--- src/rtl/sc_pkg.sv ---
// Shared definitions for the stochastic-computing blocks: default widths and the
// stream-generator state type.
package sc_pkg;

    localparam int unsigned SC_WIDTH      = 10;
    localparam int unsigned SC_STREAM_LEN = 1023;

    typedef enum logic {
        StIdle = 1'b0,
        StRun  = 1'b1
    } sc_state_e;

endpackage

--- src/rtl/sc_len_counter.sv ---
// Stream-length up-counter with synchronous clear, count enable and a terminal-count
// flag that is high while the count sits on LEN-1.
module sc_len_counter #(
    parameter int unsigned LEN   = 1023,
    parameter int unsigned CNT_W = $clog2(LEN + 1)
) (
    input  logic             clk,
    input  logic             rst,
    input  logic             i_clr,
    input  logic             i_en,
    output logic [CNT_W-1:0] o_count,
    output logic             o_tc
);

    localparam logic [CNT_W-1:0] LAST = CNT_W'(LEN - 1);

    logic [CNT_W-1:0] r_count;

    always_ff @(posedge clk) begin
        if (rst) begin
            r_count <= '0;
        end else if (i_clr) begin
            r_count <= '0;
        end else if (i_en) begin
            r_count <= r_count + CNT_W'(1);
        end
    end

    assign o_count = r_count;
    assign o_tc    = (r_count == LAST);

endmodule

--- src/rtl/sc_number_gen.sv ---
// Stochastic number generator: compares a latched operand against the free-running
// LFSR word for one full LFSR period, emitting a unary bitstream and its ones count.
module sc_number_gen
    import sc_pkg::*;
#(
    parameter int unsigned WIDTH      = SC_WIDTH,
    parameter int unsigned STREAM_LEN = SC_STREAM_LEN,
    localparam int unsigned CNT_W     = $clog2(STREAM_LEN + 1)
) (
    input  logic             clk,
    input  logic             rst,
    input  logic             in_valid,
    output logic             in_ready,
    input  logic [WIDTH-1:0] in_value,
    input  logic [WIDTH-1:0] rand_in,
    output logic             sc_bit,
    output logic             sc_valid,
    output logic             sc_last,
    output logic [CNT_W-1:0] ones_count,
    output logic             done
);

    sc_state_e        r_state;
    logic [WIDTH-1:0] r_value;
    logic             r_sc_bit;
    logic             r_sc_valid;
    logic             r_last;
    logic [CNT_W-1:0] r_ones;

    logic             w_accept;
    logic             w_run;
    logic             w_bit;
    logic             w_tc;
    logic [CNT_W-1:0] w_bit_cnt;

    assign in_ready = (r_state == StIdle);
    assign w_accept = in_valid && in_ready;
    assign w_run    = (r_state == StRun);
    assign w_bit    = (rand_in <= r_value);

    sc_len_counter #(
        .LEN   (STREAM_LEN),
        .CNT_W (CNT_W)
    ) u_len_counter (
        .clk     (clk),
        .rst     (rst),
        .i_clr   (w_accept),
        .i_en    (w_run),
        .o_count (w_bit_cnt),
        .o_tc    (w_tc)
    );

    always_ff @(posedge clk) begin
        if (rst) begin
            r_state    <= StIdle;
            r_value    <= '0;
            r_sc_bit   <= 1'b0;
            r_sc_valid <= 1'b0;
            r_last     <= 1'b0;
            r_ones     <= '0;
        end else begin
            r_last <= 1'b0;
            unique case (r_state)
                StIdle: begin
                    r_sc_bit   <= 1'b0;
                    r_sc_valid <= 1'b0;
                    if (in_valid) begin
                        r_value <= in_value;
                        r_ones  <= '0;
                        r_state <= StRun;
                    end
                end
                StRun: begin
                    r_sc_bit   <= w_bit;
                    r_sc_valid <= 1'b1;
                    r_ones     <= r_ones + CNT_W'(w_bit);
                    if (w_tc) begin
                        r_last  <= 1'b1;
                        r_state <= StIdle;
                    end
                end
                default: r_state <= StIdle;
            endcase
        end
    end

    // The bit counter parks at STREAM_LEN between streams and never goes past it.
    always_ff @(posedge clk) begin
        if (!rst) begin
            assert (w_bit_cnt <= CNT_W'(STREAM_LEN));
        end
    end

    assign sc_bit     = r_sc_bit;
    assign sc_valid   = r_sc_valid;
    assign sc_last    = r_last;
    assign done       = r_last;
    assign ones_count = r_ones;

endmodule
--- config.mk ---
export PLATFORM = sky130hd
export DESIGN_NAME = sc_number_gen
export DESIGN_NICKNAME = d
export VERILOG_FILES = /design/src/rtl/sc_pkg.sv /design/src/rtl/sc_len_counter.sv /design/src/rtl/sc_number_gen.sv
export SDC_FILE = /design/constraint.sdc
export NUM_CORES = 1
export LEC_CHECK = 0
export CAP_MARGIN = 0
export CORE_ASPECT_RATIO = 1.75
export CORE_MARGIN = 1.5
export CORE_UTILIZATION = 50
export DETAILED_ROUTE_END_ITERATION = 7
export PLACE_DENSITY_LB_ADDON = 0.15
export SETUP_SLACK_MARGIN = 0.02
export SLEW_MARGIN = 15
export SYNTH_ARGS = -nofsm -noshare
export SYNTH_HDL_FRONTEND = slang
export SYNTH_SLANG_ARGS = --single-unit
--- constraint.sdc ---
create_clock -name clk -period 5.19 [get_ports clk]
set_clock_uncertainty 0.15 [all_clocks]
set_input_delay 1.038 -clock clk [delete_from_list [all_inputs] [get_ports clk]]
set_output_delay 1.038 -clock clk [all_outputs]
set_load 0.005 [all_outputs]
==> reports/metrics.csv <==
stage,metric,value,unit
pwr,Final Power,0.5197,mW
run_status,status,completed,
drt,met3 wire len,139,um
global_routing,vias in the first global route,1559,
timing,fin. max-slew vios,0,
timing,final setup vio count,0,
timing,Slew headroom,0.5166,
drt,via count,1480,
drt,DRT antenna net count,0,
critical_path,"slowest stage delay, CP",500,ps
cts,postcts setup bufs,0,
synthesis,Synth Cell Area,1683,um^2
pwr,maximum vdd ir drop,0.2124,mV
cells_and_area,number of diodes,0,
cts,later-pin clock latency in the skew report,280,ps
drt,DR iter-0 viols,18,
synthesis,Adder-Cell Fraction of Synth Area,0.1041,
synthesis,share of the synthesized area in the top cell type,0.4045,
cells_and_area,final core occ,0.6702,
synthesis,mux contribution to synthesized area,0.01338,
synthesis,XOR/XNOR share of the synthesized area,0.05725,
cts,CTS resizes,0,
floorplan,row count,27,
drt,routed metal-1 wirelength,1317,um
timing,Fmax,0.2641,GHz
timing,hold slack,301.3,ps
min_path,Min-Delay Endpoint,r_value[8],
cells_and_area,# nets final,271,
floorplan,core area,3176,um^2
critical_path,RR Startpoint,r_value[5],
floorplan,Die H,79.75,um
synthesis,"flops & latches, synth",34,
timing,final hold violation count,0,
cts,TritonCTS clock tree,built,
cts,H-tree levels,2,
min_path,Hold/Removal Path Class,reg2reg,
floorplan,Starting Density,0.5299,
drt,WL per Instance,13.42,um
timing,Tmin final,3786,ps
cts,CTS buffer count,5,
floorplan,die area,3736,um^2
min_path,Hold Path Depth,2,
critical_path,Critical Path Fanout Max,6,
synthesis,Synth Area in Compound Gates,0.1108,
critical_path,cell count of the worst reg-to-reg path,11,
placement,GP Congestion,0.7273,
drt,via density per instance,5.343,
timing,RSZ-0062 raised after global routing,false,
synthesis,Synth area leader,dfxtp_1,
critical_path,crit path DAT,3850,ps
synthesis,simple-gate area share of the yosys netlist,0.2416,
placement,Post-DP HPWL,2939,um
cells_and_area,Area Growth Syn to Fin,26.47,%
cts,Hold Buf Count CTS,0,
critical_path,reg2reg end,ones_count[8],
cts,clock slew at reported path FFs,70,ps
global_routing,initial antenna violation count,0,
drt,total wire length,3717,um
floorplan,# IOs,38,
cts,clock sinks,34,
placement,I/O Buffers,37,
global_routing,gr usage total,0.2234,
synthesis,syn_nets,236,
critical_path,cell chain of the critical path,clkdlybuf4s50_1 > ha_1 > a21oi_1 > o21ai_0 > a2111oi_1 > or3_1 > ha_1 > nand4_2 > nor3_2 > mux2_2 > nor2_1,
critical_path,CP Data Required Time,5250,ps
critical_path,cell mode on critical path,ha_1,
synthesis,synthesized area per cell,8.457,um^2
synthesis,Unique masters post-synth,39,
global_routing,final global-route overflow total,0,
synthesis,combinational family with the most area after synthesis,simple AND/OR/NAND/NOR gates,
cts,CTS max path bufs,2,
critical_path,crit path kind,in2reg,
cells_and_area,most frequent cells in the layout,"clkdlybuf4s50_1 (37), dfxtp_1 (34), nand2_1 (31)",
timing,Tcrit/Tclk final,0.7295,
synthesis,YS warnings,0,
flow_run,max-cap check violation count,0,
critical_path,crit start category,input pin,
drt,Residual DRC,0,
min_path,hold wc startpoint,r_value[8],
floorplan,Die Width,46.86,um
synthesis,top cells by area in the synthesized netlist,"dfxtp_1 (40%), ha_1 (10%), nand2_1 (6.9%)",
timing,setup tns final,0,ps
drt,drt pass-1 iters,4,
cts,Root Driver,clkbuf_8,
pwr,Power per Cell Area,244.2,nW/um^2
synthesis,Mapped Cells,199,
drt,wire length on met2,2226,um
pwr,leakage,0.8065,nW
cells_and_area,layout cells sized above 1,0.06838,
drt,Max Used Layer,met4,
synthesis,register area share after synthesis,0.4045,
critical_path,R2R setup slack,2220,ps
global_routing,first-pass GRT wire length,6120,um
timing,Worst Max-Slew Pin Slew,723.6,ps
critical_path,Worst path slowest cell,a2111oi_1,
cells_and_area,"most common cell after layout, fill and taps aside",clkdlybuf4s50_1,
global_routing,pin count of the biggest net entering global routing,23,
critical_path,Crit. End Element,flop,
-- worst max path at each step --
stage | from | to | depth (start not counted)
after floorplan | rand_in[3] | ones_count[8] | 10
after global placement | rand_in[3] | ones_count[8] | 11
after detailed placement | rand_in[3] | ones_count[8] | 11
after CTS | rand_in[3] | ones_count[8] | 11
after global routing | rand_in[9] | ones_count[8] | 11
final | rand_in[3] | ones_count[8] | 11
-- metal layers --
metal / vias up / track usage
met1: 706 / 0.2014
li1: 734 / -
met4: 0 / 0.07500
met3: 4 / 0.04525
met2: 36 / 0.4425
met5: - / 0
-- worst max-delay path, delay by kind of cell --
family,cells,cell delay [ps]
fa+ha+maj,2,510
simple gates,4,790
compound gates,3,740
buf+inv,1,410
mux,1,360
-- cell usage after synthesis --
cell and number:
nand4_1 4, xor2_1 10, nand3_1 8, nor4_2 1, xnor2_1 1, buf_6 2, a31o_2 1, or3_1 3
a41oi_1 1, and3_4 1, nor3_2 1, nand2b_1 2, buf_4 1, o211ai_1 1, nor2b_1 1, o31a_2 1
or2_2 1, nor2_1 20, a211oi_1 1, a2111oi_1 1, a311oi_1 1, nand3b_1 1, inv_1 14, dfxtp_1 34
and4_1 1, buf_2 5, nor3_1 2, buf_1 2, mux2_2 2, nand4_2 1, o21ai_0 3, nor3b_1 1
a21o_1 2, and3_1 2, ha_1 14, and2_1 1, a21oi_1 19, and3_2 1, nand2_1 31
-- cells by family (layout without fill, tap and decap cells) --
group | after synthesis | after routing
AO/OA/AOI/OAI | 31 | 31
XOR/XNOR | 11 | 11
adder cells (fa/ha/maj) | 14 | 14
buffers and inverters | 24 | 59
flip-flops | 34 | 34
multiplexers | 2 | 2
AND/OR/NAND/NOR | 83 | 83
-- cell type report --
class                           instances  area [um^2]
Timing Repair Buffer                   38        377.9
Sequential cell                        34        680.7
Tap cell                               43        53.80
Clock buffer                            7        76.32
Fill cell                             289         1047
Inverter                               14        52.55
Multi-Input combinational cell        141        887.1
-- per-stage QoR --
| step | cell area, um^2 | setup slack (ps) | instances |
|---|---|---|---|
| floorplan | 1683 | 1884 | 199 |
| global placement | 2052 | 1281 | 270 |
| detailed placement | 2052 | 1118 | 270 |
| CTS | 2128 | 1384 | 277 |
| global route | 2128 | 1105 | 277 |
| finish | 2128 | 1404 | 277 |
-- report_power, final --
part	switching, mW	leakage, nW	internal [mW]
combinational	0.0333	0.492	0.0361
sequential	0.00683	0.276	0.269
clock	0.0827	0.0383	0.0922
total	0.123	0.807	0.397
-- sequential cells by signal, summed over array words and instances, names as in the netlist --
name and count:
ones_count 10, r_value 10, sc_valid 1, r_state 1, done 1, sc_bit 1
u_len_counter.o_count 10
Note: power is estimated with default switching activity, not from simulation.
